==> config.mk <==
export PLATFORM = sky130hd
export DESIGN_NAME = module_debouncer_nch_flat
export DESIGN_NICKNAME = d
export VERILOG_FILES = /design/src/rtl/module_debouncer_nch_if.sv /design/src/rtl/module_debouncer_nch.sv /design/src/flat_wrapper.sv
export SDC_FILE = /design/constraint.sdc
export NUM_CORES = 1
export LEC_CHECK = 0
export CAP_MARGIN = 15
export CORE_UTILIZATION = 45
export CTS_CLUSTER_DIAMETER = 30
export DETAILED_ROUTE_END_ITERATION = 10
export PLACE_DENSITY = 0.67
export REMOVE_ABC_BUFFERS = 1
export SLEW_MARGIN = 20
export SYNTH_ARGS = -nofsm -noshare
export SYNTH_HDL_FRONTEND = slang
export SYNTH_SLANG_ARGS = --single-unit
==> constraint.sdc <==
create_clock -name clk -period 1.25 [get_ports clk]
set_input_delay 0.375 -clock clk [delete_from_list [all_inputs] [get_ports clk]]
set_output_delay 0.375 -clock clk [all_outputs]
set_load 0.1 [all_outputs]
==> src/rtl/module_debouncer_nch_if.sv <==
`default_nettype none
// ============================================================================
// module_debouncer_nch_if : button inputs, sample tick and debounced outputs
// Rev 1.0
// ============================================================================
interface module_debouncer_nch_if #(
  parameter int N_CH = 4
) ();
  logic            tick_en;
  logic [N_CH-1:0] pb_in;
  logic [N_CH-1:0] pb_out;
  logic [N_CH-1:0] pb_rise;
  logic [N_CH-1:0] pb_fall;

  modport master (
    output tick_en,
    output pb_in,
    input  pb_out,
    input  pb_rise,
    input  pb_fall
  );

  modport slave (
    input  tick_en,
    input  pb_in,
    output pb_out,
    output pb_rise,
    output pb_fall
  );
endinterface
`default_nettype wire

==> src/rtl/module_debouncer_nch.sv <==
`default_nettype none
// ============================================================================
// module_debouncer_nch : N-channel push-button debouncer with rise/fall pulses
// Rev 1.0
// ============================================================================
module module_debouncer_nch #(
  parameter int N_CH          = 4,
  parameter int STABLE_CYCLES = 10,
  parameter int SYNC_STAGES   = 2,
  parameter int ACTIVE_LOW    = 0
) (
  input  wire logic             clk,
  input  wire logic             rst_n,
  module_debouncer_nch_if.slave bus
);
  localparam int               CNT_W    = $clog2(STABLE_CYCLES + 1);
  localparam logic [CNT_W-1:0] CNT_LAST = CNT_W'(STABLE_CYCLES - 1);
  localparam logic             POL      = (ACTIVE_LOW != 0);

  logic [N_CH-1:0] out_vec;
  logic [N_CH-1:0] rise_vec;
  logic [N_CH-1:0] fall_vec;

  for (genvar i = 0; i < N_CH; i++) begin : g_ch
    logic [SYNC_STAGES-1:0] sync_q;
    logic [SYNC_STAGES-1:0] sync_d;
    logic [CNT_W-1:0]       cnt_q;
    logic [CNT_W-1:0]       cnt_d;
    logic                   out_q, out_d;
    logic                   rise_q, rise_d;
    logic                   fall_q, fall_d;
    logic                   s;

    // Polarity is normalised before the synchroniser so everything downstream is 1 = pressed.
    assign sync_d = {sync_q[SYNC_STAGES-2:0], bus.pb_in[i] ^ POL};
    assign s      = sync_q[SYNC_STAGES-1];

    always_comb begin
      cnt_d  = cnt_q;
      out_d  = out_q;
      rise_d = 1'b0;
      fall_d = 1'b0;
      if (s == out_q) begin
        cnt_d = '0;
      end else if (bus.tick_en) begin
        if (cnt_q == CNT_LAST) begin
          out_d  = s;
          cnt_d  = '0;
          rise_d = s;
          fall_d = ~s;
        end else begin
          cnt_d = cnt_q + 1'b1;
        end
      end
    end

    always_ff @(posedge clk) begin
      if (!rst_n) begin
        sync_q <= '0;
        cnt_q  <= '0;
        out_q  <= 1'b0;
        rise_q <= 1'b0;
        fall_q <= 1'b0;
      end else begin
        sync_q <= sync_d;
        cnt_q  <= cnt_d;
        out_q  <= out_d;
        rise_q <= rise_d;
        fall_q <= fall_d;
      end
    end

    assign out_vec[i]  = out_q;
    assign rise_vec[i] = rise_q;
    assign fall_vec[i] = fall_q;
  end

  assign bus.pb_out  = out_vec;
  assign bus.pb_rise = rise_vec;
  assign bus.pb_fall = fall_vec;
endmodule
`default_nettype wire

==> src/flat_wrapper.sv <==
// flat-port wrapper written by rule: the top's interface ports become plain ports
module module_debouncer_nch_flat 
#(
  parameter int N_CH          = 4,
  parameter int STABLE_CYCLES = 10,
  parameter int SYNC_STAGES   = 2,
  parameter int ACTIVE_LOW    = 0
)
  (clk, rst_n, bus_tick_en, bus_pb_in, bus_pb_out, bus_pb_rise, bus_pb_fall);
  module_debouncer_nch_if #(.N_CH(N_CH)) bus_i ();
  input  wire logic clk;
  input  wire logic rst_n;
  input wire logic [$bits(bus_i.tick_en)-1:0] bus_tick_en;
  input wire logic [$bits(bus_i.pb_in)-1:0] bus_pb_in;
  output wire logic [$bits(bus_i.pb_out)-1:0] bus_pb_out;
  output wire logic [$bits(bus_i.pb_rise)-1:0] bus_pb_rise;
  output wire logic [$bits(bus_i.pb_fall)-1:0] bus_pb_fall;
  assign bus_i.tick_en = bus_tick_en;
  assign bus_i.pb_in = bus_pb_in;
  assign bus_pb_out = bus_i.pb_out;
  assign bus_pb_rise = bus_i.pb_rise;
  assign bus_pb_fall = bus_i.pb_fall;
  module_debouncer_nch #(.N_CH(N_CH), .STABLE_CYCLES(STABLE_CYCLES), .SYNC_STAGES(SYNC_STAGES), .ACTIVE_LOW(ACTIVE_LOW)) u_core (.clk(clk), .rst_n(rst_n), .bus(bus_i));
endmodule
==> metrics.csv, run 1 <==
metric,value,unit
status,finished with violations,
failing checks,negative setup slack,
fmax,794.6,MHz
"Area growth, synth to finish",32.04,%
routed len/inst,10.95,um
synth unique cells,18,
TritonCTS Buffers,5,
CTS root buf,clkbuf_4,
Critical Path Slowest Stage Cell,dfxtp_4,
Critical Path Max Stage Delay,0.38,ns
final std cells w/o fill,219,
Switching Share,21.52,%
VDD IR-drop max,0.6790,mV
buffers added on ports,18,
Worst Skew,0.009066,ns
Tcrit/Tclk final,100.7,%
Power Density,980.6,mW/mm^2
hold_ws,0.4411,ns
worst path bufs/invs,1,
P_leak,0.0007093,uW
first-pass GRT wire length,4312,um
total power,1886,uW
Slew headroom,83.53,%
worst-path fanout max,3,
post-route ant nets,0,
I/O pin cnt,19,
gpl congestion,0.7749,
Post-Synthesis Cells,151,
Crit Path Category,flop to output pin,
Cells after DPL,206,
clock tree from TritonCTS,built,
die height,58.89,um
Hold WC Path Type,flop to flop,
layout cells sized above 1,29.14,%
H-tree levels,2,
Yosys warnings,0,
post-synth top area share,49.48,%
initial antenna violation count,0,
ranking of synthesized cells by area,"dfxtp_1 49%, buf_4 6.7%, nand2_1 5.2%",
max layer used,met4,
Sw Pwr,405.8,uW
Clock transition at path regs,0.10,ns
WL final,2398,um
clock latency on the worst-skew pair,0.33,ns
Pre-antenna DRT Iters,4,
row count,20,
"area leader, netlist",dfxtp_1,
"Async S/R FF share, synth",0,%
Startpoint Class,flop,
hold buffers post-CTS,0,
minimum clock period,1.259,ns
met2 WL,1193,um
ys flop type,dfxtp_1,
largest net degree at the start of global routing,19,
utilization after layout,62.99,%
Post-synth EDFFs,0,
Starting Density,47.70,%
combinational cell fraction of total power,4.7,%
CP arrival,0.88,ns
core area,0.003053,mm^2
worst slew pin tran,0.2468,ns
Inserted Diodes,0,
Clock Sinks,36,
Max-Cap Viols,0,
Final Net Count,181,
RSZ-0062 raised after global routing,true,
Critical Path RT,0.88,ns
All-Layer GR Usage,16.88,%
critical path cell sequence,buf_12,
Starting DRT DRC Count,40,
Final HPWL DP,1699,um
metal3 WL,114,um
vias in the first global route,1039,
vias per cell,4.840,
Final WS setup,-0.008572,ns
Post-route DRC,0,
Syn Std Cell Area,0.001456,mm^2
die area,0.003468,mm^2
syn_area_per_cell,9.645,um^2
"Setup violations, final",1,
#FFs+latches synth,36,
DIE WIDTH,58.89,um
Clock power frac,33.7,%
Seq pwr share,61.6,%
grt total ovfl,0,
"top cells by count, synth","36 x dfxtp_1, 20 x nand2_1, 13 x buf_4",
final hold vios,0,
"Seq/Total Area, Yosys",49.48,%
CTS max path bufs,2,
vias,1060,
"count leader, synth",dfxtp_1,
internal power,1480,uW
DRT met1 WL,1035,um
crit-path leading delay family,flip-flops,
Setup crit end kind,output pin,
Slew Limit Fails,0,
-- registers in the layout, summed over array words and instances (netlist names) --
register	flops
u_core.g_ch.sync_q	8
u_core.g_ch.cnt_q	16
u_core.g_ch.out_q	4
u_core.g_ch.fall_q	4
u_core.g_ch.rise_q	4
-- final timing paths --
| check | startpoint | to | slack [ns] | depth (start not counted) |
|---|---|---|---|---|
| max | u_core.g_ch[3].out_q | bus_pb_out[3] | -0.009 | 1 |
| min | u_core.g_ch[1].sync_q[0] | u_core.g_ch[1].sync_q[1] | 0.44 | 1 |
| max reg2reg | u_core.g_ch[1].out_q | u_core.g_ch[1].fall_q | 0.15 | 4 |
| min reg2reg | u_core.g_ch[1].sync_q[0] | u_core.g_ch[1].sync_q[1] | 0.44 | 1 |
-- layout by cell type (no fill, tap or decap), drive strengths merged --
cell type / n
buf: 25
clkbuf: 8
xor2: 8
and4b: 4
dlygate4sd2: 1
nand3: 4
nor2: 8
and2: 8
nor2b: 8
dfxtp: 36
and4: 4
mux2i: 4
or3: 4
nor3b: 8
nand2: 20
a21oi: 8
o21ai: 8
clkdlybuf4s50: 5
xnor2: 4
-- metrics by stage --
step            TNS [ns]  setup slack, ns  cell area, um^2
2_1_floorplan     -6.048          -0.2883             1351
3_3_place_gp      -8.938          -0.4059             1779
3_5_place_dp      -9.572          -0.4384             1779
4_1_cts          -0.1010         -0.03306             1889
5_1_grt          -0.3725         -0.05466             1923
6_report       -0.008572        -0.008572             1923
-- power groups by stage --
stage               registers [uW]  clock network [uW]  logic (uW)
floorplan                     1190                   0        27.1
global placement              1200                   0        83.8
detailed placement            1200                   0        86.7
CTS                           1160                 662        90.4
global route                  1160                 724        99.4
finish                        1160                 635        89.5
-- what timing repair did --
item / 4_1_cts / 5_1_grt
gates resized for setup: 21 / 3
endpoints found under the hold margin: 0 / 0
endpoints found under the setup margin: 31 / 14
pin swaps: 3 / 0
cloned: 1 / 0
buffers inserted: 1 / 3
-- layer usage --
layer  vias to the layer above  GRT usage (%)
met3                         7          5.275
met1                       489          20.05
met2                        21          26.62
met4                         0          10.20
met5                         -              0
li1                        543              -
-- final cells by class --
class                           instances  area, um^2
Tap cell                               44       55.05
Timing Repair Buffer                   31       410.4
Multi-Input combinational cell        100       653.1
Fill cell                             252        1130
Clock buffer                            8       58.81
Sequential cell                        36       745.7
-- cells by family after synthesis --
family                    share of synthesized area, %
AOI/OAI and AO/OA                                5.499
muxes                                            2.749
and+or+nand+nor                                  27.84
DFF                                              49.48
buffers and inverters                            7.216
xor gates and xnor gates                         7.216
Power figures use the tool's default switching activity.
==> run 2: changes to the inputs <==
GPL_ROUTABILITY_DRIVEN = 0   (was default)
==> results of run 2 <==
No change in the layout: final DEF, timing and power equal those of run 1.
